--- src/rtl/cpu_pkg.sv ---
// cpu_pkg: shared widths, opcodes, ALU encoding, FSM states and funct3 decode helper
package cpu_pkg;
  localparam int XLEN = 32;
  localparam int REG_AW = 5;
  localparam logic [6:0] OP_R = 7'b0110011;
  localparam logic [6:0] OP_I = 7'b0010011;
  typedef enum logic [3:0] {
    ALU_ADD  = 4'd0,
    ALU_SUB  = 4'd1,
    ALU_SLL  = 4'd2,
    ALU_SLT  = 4'd3,
    ALU_SLTU = 4'd4,
    ALU_XOR  = 4'd5,
    ALU_SRL  = 4'd6,
    ALU_SRA  = 4'd7,
    ALU_OR   = 4'd8,
    ALU_AND  = 4'd9
  } alu_op_e;
  typedef enum logic [1:0] {S_IDLE, S_DECODE, S_EXEC, S_WB} state_e;
  // Base ALU op selected by funct3 alone (funct7 variants handled by the decoder)
  function automatic alu_op_e f3_op(input logic [2:0] f3);
    case (f3)
      3'b000:  return ALU_ADD;
      3'b001:  return ALU_SLL;
      3'b010:  return ALU_SLT;
      3'b011:  return ALU_SLTU;
      3'b100:  return ALU_XOR;
      3'b101:  return ALU_SRL;
      3'b110:  return ALU_OR;
      default: return ALU_AND;
    endcase
  endfunction
endpackage

--- src/rtl/cpu_ctrl_if.sv ---
// cpu_ctrl_if: instruction handshake plus datapath control bundle
interface cpu_ctrl_if;
  import cpu_pkg::*;
  logic              in_valid;
  logic              in_ready;
  logic [31:0]       in;
  logic              zero;
  logic [REG_AW-1:0] rs1_addr;
  logic [REG_AW-1:0] rs2_addr;
  logic [REG_AW-1:0] rd_addr;
  logic [3:0]        alu_op;
  logic              alu_src_imm;
  logic [XLEN-1:0]   imm;
  logic              rf_we;
  logic              retire;
  logic              illegal;
  logic              zero_q;
  modport slave (
    input  in_valid, in, zero,
    output in_ready, rs1_addr, rs2_addr, rd_addr, alu_op, alu_src_imm, imm,
           rf_we, retire, illegal, zero_q
  );
  modport master (
    output in_valid, in, zero,
    input  in_ready, rs1_addr, rs2_addr, rd_addr, alu_op, alu_src_imm, imm,
           rf_we, retire, illegal, zero_q
  );
endinterface

--- src/rtl/cpu_decode.sv ---
// cpu_decode: combinational RV32I R/I-type ALU instruction decoder
module cpu_decode
  import cpu_pkg::*;
(
  input  logic [31:0]       instr,
  output logic [3:0]        alu_op,
  output logic              alu_src_imm,
  output logic [XLEN-1:0]   imm,
  output logic [REG_AW-1:0] rs1_addr,
  output logic [REG_AW-1:0] rs2_addr,
  output logic [REG_AW-1:0] rd_addr,
  output logic              illegal
);
  logic [6:0] opcode;
  logic [6:0] funct7;
  logic [2:0] funct3;
  assign opcode = instr[6:0];
  assign funct3 = instr[14:12];
  assign funct7 = instr[31:25];
  assign rs1_addr = instr[19:15];
  assign rs2_addr = instr[24:20];
  assign rd_addr = instr[11:7];
  assign imm = {{(XLEN-12){instr[31]}}, instr[31:20]};
  // Legality check and ALU op select; anything not R/I ALU stays illegal
  always_comb begin
    alu_op = ALU_ADD;
    alu_src_imm = 1'b0;
    illegal = 1'b1;
    if (opcode == OP_R) begin
      if (funct7 == 7'b0000000) begin
        illegal = 1'b0;
        alu_op = f3_op(funct3);
      end else if (funct7 == 7'b0100000 && (funct3 == 3'b000 || funct3 == 3'b101)) begin
        illegal = 1'b0;
        alu_op = funct3[2] ? ALU_SRA : ALU_SUB;
      end
    end else if (opcode == OP_I) begin
      alu_src_imm = 1'b1;
      illegal = funct3 == 3'b001 ? funct7 != 7'b0000000 :
                funct3 == 3'b101 ? (funct7 != 7'b0000000 && funct7 != 7'b0100000) : 1'b0;
      alu_op = (funct3 == 3'b101 && funct7[5]) ? ALU_SRA : f3_op(funct3);
    end
  end
endmodule

--- src/rtl/cpu_ctrl.sv ---
// cpu_ctrl: multi-cycle DECODE/EXEC/WB sequencer; CPU_CTRL_PERF_EN adds cycle/retire counters
module cpu_ctrl
  import cpu_pkg::*;
(
  input logic       clk,
  input logic       rst,
  cpu_ctrl_if.slave bus
`ifdef CPU_CTRL_PERF_EN
  ,
  output logic [31:0] cycle_cnt,
  output logic [31:0] retire_cnt
`endif
);
  state_e      state_d, state_q;
  logic [31:0] ir_d, ir_q;
  logic        zero_d, zero_q;
  logic        dec_illegal;
  logic        hs;
  cpu_decode u_decode (
    .instr      (ir_q),
    .alu_op     (bus.alu_op),
    .alu_src_imm(bus.alu_src_imm),
    .imm        (bus.imm),
    .rs1_addr   (bus.rs1_addr),
    .rs2_addr   (bus.rs2_addr),
    .rd_addr    (bus.rd_addr),
    .illegal    (dec_illegal)
  );
  assign bus.in_ready = (state_q == S_IDLE || state_q == S_WB) && rst;
  assign hs = bus.in_valid && bus.in_ready;
  assign bus.illegal = state_q == S_DECODE && dec_illegal;
  assign bus.retire = state_q == S_WB;
  assign bus.rf_we = state_q == S_WB && bus.rd_addr != '0;
  assign bus.zero_q = zero_q;
  // Next state, instruction capture on accept, zero flag capture at end of EXEC
  always_comb begin
    state_d = hs ? S_DECODE :
              state_q == S_DECODE ? (dec_illegal ? S_IDLE : S_EXEC) :
              state_q == S_EXEC ? S_WB : S_IDLE;
    ir_d = hs ? bus.in : ir_q;
    zero_d = state_q == S_EXEC ? bus.zero : zero_q;
  end
  // Controller state registers
  always_ff @(posedge clk or negedge rst) begin
    if (!rst) begin
      state_q <= S_IDLE;
      ir_q <= '0;
      zero_q <= 1'b0;
    end else begin
      state_q <= state_d;
      ir_q <= ir_d;
      zero_q <= zero_d;
    end
  end
`ifdef CPU_CTRL_PERF_EN
  logic [31:0] cycle_cnt_d, cycle_cnt_q, retire_cnt_d, retire_cnt_q;
  // Free-running cycle count and legal-retire count, both wrapping
  always_comb begin
    cycle_cnt_d = cycle_cnt_q + 32'd1;
    retire_cnt_d = retire_cnt_q + {31'd0, bus.retire};
  end
  // Performance counter registers
  always_ff @(posedge clk or negedge rst) begin
    if (!rst) begin
      cycle_cnt_q <= '0;
      retire_cnt_q <= '0;
    end else begin
      cycle_cnt_q <= cycle_cnt_d;
      retire_cnt_q <= retire_cnt_d;
    end
  end
  assign cycle_cnt = cycle_cnt_q;
  assign retire_cnt = retire_cnt_q;
`endif
endmodule

--- src/flat_wrapper.sv ---
// flat-port wrapper written by rule: the top's interface ports become plain ports
module cpu_ctrl_flat import cpu_pkg::*;
  (clk, rst, bus_in_valid, bus_in, bus_zero, bus_in_ready, bus_rs1_addr, bus_rs2_addr, bus_rd_addr, bus_alu_op, bus_alu_src_imm, bus_imm, bus_rf_we, bus_retire, bus_illegal, bus_zero_q);
  cpu_ctrl_if bus_i ();
  input logic clk;
  input logic rst;
  input wire logic [$bits(bus_i.in_valid)-1:0] bus_in_valid;
  input wire logic [$bits(bus_i.in)-1:0] bus_in;
  input wire logic [$bits(bus_i.zero)-1:0] bus_zero;
  output wire logic [$bits(bus_i.in_ready)-1:0] bus_in_ready;
  output wire logic [$bits(bus_i.rs1_addr)-1:0] bus_rs1_addr;
  output wire logic [$bits(bus_i.rs2_addr)-1:0] bus_rs2_addr;
  output wire logic [$bits(bus_i.rd_addr)-1:0] bus_rd_addr;
  output wire logic [$bits(bus_i.alu_op)-1:0] bus_alu_op;
  output wire logic [$bits(bus_i.alu_src_imm)-1:0] bus_alu_src_imm;
  output wire logic [$bits(bus_i.imm)-1:0] bus_imm;
  output wire logic [$bits(bus_i.rf_we)-1:0] bus_rf_we;
  output wire logic [$bits(bus_i.retire)-1:0] bus_retire;
  output wire logic [$bits(bus_i.illegal)-1:0] bus_illegal;
  output wire logic [$bits(bus_i.zero_q)-1:0] bus_zero_q;
  assign bus_i.in_valid = bus_in_valid;
  assign bus_i.in = bus_in;
  assign bus_i.zero = bus_zero;
  assign bus_in_ready = bus_i.in_ready;
  assign bus_rs1_addr = bus_i.rs1_addr;
  assign bus_rs2_addr = bus_i.rs2_addr;
  assign bus_rd_addr = bus_i.rd_addr;
  assign bus_alu_op = bus_i.alu_op;
  assign bus_alu_src_imm = bus_i.alu_src_imm;
  assign bus_imm = bus_i.imm;
  assign bus_rf_we = bus_i.rf_we;
  assign bus_retire = bus_i.retire;
  assign bus_illegal = bus_i.illegal;
  assign bus_zero_q = bus_i.zero_q;
  cpu_ctrl u_core (.clk(clk), .rst(rst), .bus(bus_i));
endmodule
--- config.mk ---
export PLATFORM = sky130hd
export DESIGN_NAME = cpu_ctrl_flat
export DESIGN_NICKNAME = d
export VERILOG_FILES = /design/src/rtl/cpu_pkg.sv /design/src/rtl/cpu_ctrl_if.sv /design/src/rtl/cpu_decode.sv /design/src/rtl/cpu_ctrl.sv /design/src/flat_wrapper.sv
export SDC_FILE = /design/constraint.sdc
export NUM_CORES = 1
export LEC_CHECK = 0
export BUFFER_PORTS_ARGS = -buffer_cell sky130_fd_sc_hd__buf_2
export CAP_MARGIN = 0
export CORE_AREA = 2 2 73 75
export DETAILED_ROUTE_END_ITERATION = 8
export DIE_AREA = 0 0 75 77
export HOLD_SLACK_MARGIN = 0.05
export PLACE_DENSITY = 0.7
export SLEW_MARGIN = 10
export SYNTH_ARGS = -nofsm -noshare
export SYNTH_HDL_FRONTEND = slang
export SYNTH_SLANG_ARGS = --single-unit
--- constraint.sdc ---
create_clock -name clk -period 2.7 [get_ports clk]
set_clock_uncertainty 0.1 [all_clocks]
set_input_delay 0.405 -clock clk [delete_from_list [all_inputs] [get_ports clk]]
set_output_delay 0.405 -clock clk [all_outputs]
set_load 0.02 [all_outputs]
==> qor.csv, run 1 <==
metric;value;unit
status;finished, final reports clean;
synth_cells;166;
r2r_setup_slack;0.81;ns
avgSynthCellArea;11.8;µm²
drt_iter0_drc;36;
yosysSeqAreaShare;0.448;
synth_cell_type_count;35;
synth.most_common_cell;buf_4;
total_power;2970;µW
cts-root-buf;clkbuf_8;
synth-simple-area-share;0.0717;
worst_setup_path_start_kind;flop;
dp.final_hpwl;2820;µm
timing.final.max_slew_violations;0;
synthAdderAreaFrac;0.0192;
synth_top_area_share;0.448;
tritoncts;built;
grt_use_total;0.136;
yosysWarnings;0;
fmax;400;MHz
wirelength;3700;µm
antenna_found_initial;0;
antenna_left;0;
die_h;77;µm
multi_input_area;686;µm²
core_area;4980;µm²
async_flop_share;1.00;
die_w;75;µm
vias;1356;
grt.overflow.total;0;
arrival;1.99;ns
finalInstanceArea;2260;µm²
synth_edf_count;0;
drive_gt1_frac;0.639;
diodes;0;
cp-startpoint;u_core.ir_q[26];
synth_top_area_cell;dfrtp_1;
synth.area.mux_share;0.190;
gp_congestion;0.829;
seqPwrFrac;0.346;
vdd_drop_max;535;µV
drc;0;
ff2ff_path_depth;6;
synth_top_family_by_area;buffers and inverters;
worstSetupEndpointType;output port;
p_sw;1320;µW
initial_utilization;0.393;
hold_viol_final;0;
synth.cell_area;1950;µm²
die_area;5780;µm²
num-nets-final;257;
clkPwrFrac;0.141;
period_share;0.926;
area_growth;15.7;%
period_needed;2.50;ns
cts_max_path_buffers;2;
synth_nets;205;
cp.required;2.19;ns
crit_end;bus_alu_op[2];
cts_buffers;5;
synth_xor_area_frac;0.00448;
synth_commonest_cells;47 x buf_4, 35 x dfrtp_1, 33 x mux2_2;
grt_setup_unrepaired;no;
clk_latency;0.28;ns
report.final.setup_viol;0;
drtPass1Iterations;4;
switching_share;0.444;
fill_cells;484;
port_buffers;92;
worstSetupPathType;flop to output port;
holdCritPathClass;input pin to asynchronous set/reset pin;
worst_pin_slew;0.457;ns
max-slew-margin-rel;0.696;
critPathMaxFanout;4;
synthFlopType;dfrtp_1;
wire_per_inst;12.8;µm
r2r_end;u_core.ir_q[26];
grt_pass1_vias;1316;
synth_area_leaders;dfrtp_1 45%, mux2_2 19%, buf_4 18%, ha_1 1.9%, inv_1 1.2%;
synth_compound_area_frac;0.0647;
seqCellArea;876;µm²
grt_pass1_wl;6000;µm
drv_cap;0;
vias_per_cell;4.69;
post_dp_cell_area;2160;µm²
total_leakage_power;0.00115;µW
timing.rr.start;u_core.state_q[0];
htreeDepth;2;
num_rows;26;
finalSetupTns;0;ns
p_int;1650;µW
cts_hold_buf;0;
grt_start_max_net_pins;36;
synth.ff_latch_count;35;
power_density;1310;nW/µm²
clk_pin_slew;0.07;ns
io_pins;93;
clock-sinks;35;
p_comb_frac;0.513;
[how the worst min path moves through the flow]
stage	cells after the start	endpoint	slack, ns
after floorplan	0	u_core.bus.zero_q	0.009
after global placement	1	u_core.ir_q[18]	0.38
after detailed placement	1	u_core.ir_q[16]	0.39
after CTS	2	u_core.ir_q[15]	0.13
after global routing	2	u_core.ir_q[27]	0.16
final	2	u_core.ir_q[29]	0.11
[timing repair]
action,in CTS,in global routing
buffers inserted,0,0
setup endpoints to repair,0,1
endpoints found under the hold margin,0,0
resized for setup,0,1
[area by class of cell]
type | count | share of cell area
sequential | 35 | 0.387
multi-input combinational | 74 | 0.303
timing repair buffer | 96 | 0.217
clock buffer | 8 | 0.0442
tap | 70 | 0.0387
inverter | 6 | 0.00996
[worst max-delay path, stage by stage (launching register included)]
cell	delay [ns]
dfrtp_1	0.40
or4_4	0.56
o41ai_2	0.21
and3_1	0.24
a31o_1	0.15
buf_2	0.16
[power by group through the flow]
stage               sequential, µW  combinational [µW]  clock [µW]
finish                        1030                1530         418
detailed placement            1040                1550           0
global route                  1070                1660         457
global placement              1020                1530           0
CTS                           1030                1550         434
floorplan                     1000                1530           0
[layout by cell type, fill, tap and decap left out, drive strengths merged, types with 2 or more instances in the layout]
cell    instances
buf            96
dfrtp          35
mux2           33
clkbuf          8
inv             6
nor2            5
nand2b          3
ha              3
o211ai          2
a211oi          2
nand3           2
and2            2
or4             2
a21o            2
[flip-flops by register name (all words and copies together), names as in the netlist]
register,flops
u_core.state_q,2
u_core.bus.zero_q,1
u_core.ir_q,32
[layer usage]
metal | GRT usage | up-vias | part of all wire | wire (µm)
li1 | - | 630 | - | -
met1 | 0.167 | 659 | 0.43 | 1590
met2 | 0.223 | 61 | 0.48 | 1790
met3 | 0.0447 | 6 | 0.075 | 279
met4 | 0.0429 | 0 | 0.013 | 47
met5 | 0 | - | 0 | 0
[per-stage QoR]
step	util	setup WS, ns	hold WS (ns)	instances
global placement	0.434	0.530	0.384	281
global route	0.455	0.00408	0.156	289
floorplan	-	0.634	0.00941	166
CTS	0.454	0.167	0.133	289
detailed placement	0.434	0.487	0.389	281
finish	0.455	0.201	0.109	289
[cell families (layout without fill, tap and decap cells)]
family,Yosys count,in the layout
AO/OA/AOI/OAI,15,15
AND/OR/NAND/NOR,22,22
multiplexers,33,33
XOR/XNOR,1,1
adder cells (fa/ha/maj),3,3
flip-flops,35,35
buffers and inverters,57,110
Power figures use the tool's default switching activity.
==> run 2: changes to the inputs <==
Clock period 2.7 ns to 2.4 ns, I/O delays scaled along.
==> qor.csv, run 2 (same netlist as run 1, synthesis figures left out) <==
metric;value;unit
status;complete, but fails checks;
violations;negative setup slack;
core_area;4980;µm²
diodes;0;
holdCritPathClass;input pin to asynchronous set/reset pin;
die_w;75;µm
fill_cells;466;
grt_pass1_wl;6100;µm
finalInstanceArea;2310;µm²
crit_buf_inv;1;
cts_hold_buf;0;
grt_setup_unrepaired;yes;
cp.required;1.94;ns
port_buffers;92;
gp_congestion;0.829;
arrival;1.97;ns
timing.final.max_slew_violations;0;
wire_per_inst;12.8;µm
ff2ff_path_depth;6;
period_share;1.01;
total_leakage_power;0.00117;µW
clkPwrFrac;0.138;
cts-root-buf;clkbuf_8;
grt_use_total;0.140;
antenna_found_initial;0;
post_dp_cell_area;2160;µm²
grt_pass1_vias;1307;
tritoncts;built;
p_sw;1500;µW
num_rows;26;
die_h;77;µm
die_area;5780;µm²
hold_viol_final;0;
switching_share;0.443;
power_density;1470;nW/µm²
cp-startpoint;u_core.ir_q[26];
worstSetupEndpointType;output port;
report.final.setup_viol;2;
clk_latency;0.28;ns
initial_utilization;0.393;
wirelength;3730;µm
largest_reg_flops;32;
worstSetupPathType;flop to output port;
cts_buffers;5;
cp_top_family;simple AND/OR/NAND/NOR gates;
drt_iter0_drc;24;
drv_cap;0;
drive_gt1_frac;0.656;
p_comb_frac;0.518;
dp.final_hpwl;2820;µm
critical_path_depth;5;
dp_slack;0.242;ns
grt.overflow.total;0;
antenna_left;0;
worst_setup_path_start_kind;flop;
period_needed;2.43;ns
slowest_stage;or4_4;
io_pins;93;
num-nets-final;259;
vias;1344;
clock-sinks;35;
seqPwrFrac;0.344;
reg.largest.list;u_core.ir_q x32, u_core.state_q x2, u_core.bus.zero_q x1;
drtPass1Iterations;4;
area_growth;18.4;%
r2r_end;u_core.ir_q[25];
final_common_cell;buf_2;
p_int;1890;µW
regMostFlops;u_core.ir_q;
crit_end;bus_alu_op[2];
total_power;3390;µW
mostFrequentLayoutCells;89 x buf_2, 35 x dfrtp_1, 33 x mux2_2;
crit_path_max_incr_delay;0.55;ns
postLayoutSetupSlackWorst;-0.0288;ns
critPathMaxFanout;3;
fmax;412;MHz
crit_chain;or4_4, o41ai_2, and3_1, a31o_1, buf_6;
vdd_drop_max;575;µV
cts_max_path_buffers;2;
timing.rr.start;u_core.state_q[0];
vias_per_cell;4.62;
max-slew-margin-rel;0.690;
htreeDepth;2;
grt_start_max_net_pins;36;
worst_pin_slew;0.464;ns
clk_pin_slew;0.07;ns
drc;0;
r2r_setup_slack;0.52;ns
run 2: cell types whose count changed in the layout (fill, tap and decap cells not counted), sizes merged:
cell	previous run	this run
buf	96	98
run 2: power groups by stage:
stage	Sequential [µW]	Combinational, µW	Clock [µW]
2_1_floorplan	1130	1730	0
3_3_place_gp	1150	1720	0
3_5_place_dp	1170	1740	0
4_1_cts	1160	1770	489
5_1_grt	1220	1910	518
6_report	1170	1750	469
run 2: what timing repair did:
| item | 4_1_cts | 5_1_grt |
|---|---|---|
| pin swaps | 1 | 3 |
| endpoints found under the setup margin | 4 | 5 |
| buffers inserted | 2 | 0 |
| gates resized for setup | 6 | 4 |
| gates cloned | 0 | 0 |
run 2: how the worst min path moves through the flow:
stage	end	slack [ns]	depth (start not counted)
CTS	u_core.ir_q[23]	0.09	2
detailed placement	u_core.ir_q[16]	0.39	1
global placement	u_core.ir_q[18]	0.38	1
global route	u_core.ir_q[30]	0.10	2
finish	u_core.ir_q[13]	0.07	2
floorplan	u_core.bus.zero_q	-0.04	0
run 2: area by class of cell:
type,instances,area [µm²],area share
flip-flops and latches,35,876,0.379
repair buffers,98,524,0.227
multi-input cells,74,703,0.304
inverters,6,22.5,0.00973
well taps,70,87.6,0.0379
clock buffers,8,100,0.0433
run 2: routing by layer:
metal | GRT usage | part of all wire
met5 | 0 | 0
met2 | 0.223 | 0.47
met4 | 0.0482 | 0.014
met1 | 0.174 | 0.43
met3 | 0.0499 | 0.083
run 2: metrics by stage:
| stage | std cells | util | hold slack, ns | TNS [ns] |
|---|---|---|---|---|
| CTS | 291 | 0.461 | 0.0873 | -0.0957 |
| global route | 291 | 0.465 | 0.104 | -0.380 |
| global placement | 281 | 0.434 | 0.384 | 0 |
| finish | 291 | 0.465 | 0.0687 | -0.0490 |
| detailed placement | 281 | 0.434 | 0.389 | 0 |
| floorplan | 166 | - | -0.0356 | 0 |
==> run 3: changes to the inputs <==
Settings changed: BUFFER_PORTS_ARGS -buffer_cell sky130_fd_sc_hd__buf_2 to -buffer_cell sky130_fd_sc_hd__buf_4.
==> qor.csv, run 3 (same netlist as run 1, synthesis figures left out) <==
metric;value;unit
seqPwrFrac;0.313;
cts-root-buf;clkbuf_8;
period_needed;2.45;ns
place_inst;281;
hold_viol_final;0;
critPathMaxFanout;3;
clock-sinks;35;
cts_buffers;5;
diodes;0;
status;complete, but fails checks;
final_util;0.515;
vdd_drop_max;648;µV
p_sw;1520;µW
total_power;3750;µW
tritoncts;built;
report.final.setup_viol;2;
period_share;1.02;
p_int;2220;µW
worst_pin_slew;0.451;ns
antenna_found_initial;0;
cts_max_path_buffers;2;
drv_cap;0;
port_buffers;92;
grt_start_max_net_pins;36;
worst_setup_path_start_kind;flop;
grt_use_total;0.131;
cp.required;1.94;ns
violations;negative setup slack;
vias_per_cell;4.63;
die_w;75;µm
total_leakage_power;0.00125;µW
reg.largest.list;u_core.ir_q x32, u_core.state_q x2, u_core.bus.zero_q x1;
power_density;1460;nW/µm²
grt_setup_unrepaired;yes;
fmax;409;MHz
num-nets-final;260;
wirelength;3770;µm
area_growth;31.1;%
clk_pin_slew;0.07;ns
clk_latency;0.28;ns
vias;1351;
drtPass1Iterations;4;
holdCritPathClass;input pin to flop;
timing.final.max_slew_violations;0;
io_pins;93;
num_rows;26;
dp.final_hpwl;2900;µm
arrival;1.99;ns
drc;0;
grt_pass1_vias;1290;
core_area;4980;µm²
final_common_cell;buf_4;
gp_congestion;0.804;
worstSetupPathType;flop to output port;
finalNonFillerCells;292;
antenna_left;0;
worstSetupEndpointType;output port;
clkPwrFrac;0.144;
grt_pass1_wl;5800;µm
largest_reg_flops;32;
die_area;5780;µm²
drt_iter0_drc;31;
max-slew-margin-rel;0.700;
switching_share;0.407;
postLayoutSetupSlackWorst;-0.0478;ns
p_comb_frac;0.543;
wire_per_inst;12.9;µm
regMostFlops;u_core.ir_q;
mostFrequentLayoutCells;95 x buf_4, 35 x dfrtp_1, 33 x mux2_2;
drive_gt1_frac;0.658;
die_h;77;µm
htreeDepth;2;
initial_utilization;0.393;
grt.overflow.total;0;
## run 3: cell count changes in the layout (fill, tap and decap cells not counted)
cell / before / now
a2111oi_1: 0 / 1
a2111oi_2: 1 / 0
and4_1: 1 / 0
and4_4: 0 / 1
buf_2: 89 / 0
buf_4: 6 / 95
bufinv_16: 0 / 1
clkbuf_1: 1 / 0
clkbuf_8: 7 / 6
clkinv_2: 0 / 1
dlygate4sd3_1: 0 / 1
## run 3: cell type report
type,count,area (µm²)
repair buffers,99,757
inverters,6,22.5
well taps,70,87.6
multi-input cells,74,701
fillers,469,2420
clock inverters,2,35.0
clock buffers,6,82.6
flip-flops and latches,35,876
## run 3: metrics by stage
step           hold WS (ns)  setup TNS (ns)  worst slack [ns]  instance area, µm²
4_1_cts               0.192         -0.0943           -0.0573                2540
2_1_floorplan       -0.0356               0             0.379                1950
5_1_grt               0.191          -0.340            -0.111                2560
6_report              0.207         -0.0762           -0.0478                2560
3_5_place_dp          0.353               0             0.249                2390
3_3_place_gp          0.361               0             0.289                2390
## run 3: path summary, 6_finish.rpt
check,startpoint,to,slack (ns),cells after the start
max in group asynchronous,rst,u_core.ir_q[19],1.30,3
hold / removal,bus_in[6],u_core.ir_q[6],0.21,2
min in group asynchronous,rst,u_core.ir_q[30],0.58,3
setup / recovery,u_core.ir_q[26],bus_alu_op[2],-0.05,5
hold reg to reg,u_core.ir_q[0],u_core.ir_q[0],0.40,1
setup reg to reg,u_core.state_q[0],u_core.ir_q[25],0.55,6
## run 3: what timing repair did
action                                  in CTS  in global routing
hold buffers                                 1                  0
setup buffers                                2                  0
resized for setup                            3                  4
endpoints found under the hold margin       35                  0
endpoints found under the setup margin       3                  5
pin swaps                                    1                  3
## run 3: power by group through the flow
stage                     Combinational (µW)  Sequential (µW)  Clock [µW]
after floorplan                         1730             1130           0
after CTS                               2050             1170         568
after detailed placement                2020             1180           0
after global routing                    2180             1220         593
final                                   2030             1170         540
after global placement                  1990             1170           0
## run 3: routing by layer
layer / global-route usage / wire (µm) / part of all wire / vias up
li1: - / - / - / 635
met1: 0.163 / 1570 / 0.42 / 647
met2: 0.206 / 1810 / 0.48 / 65
met3: 0.0447 / 349 / 0.093 / 4
met4: 0.0500 / 40 / 0.011 / 0
met5: 0 / 0 / 0 / -
## run 3: worst max-delay path, stage by stage, from the launching register on
cell     delay [ns]
dfrtp_1        0.40
or4_4          0.55
o41ai_2        0.21
and3_1         0.24
a31o_1         0.18
buf_6          0.12
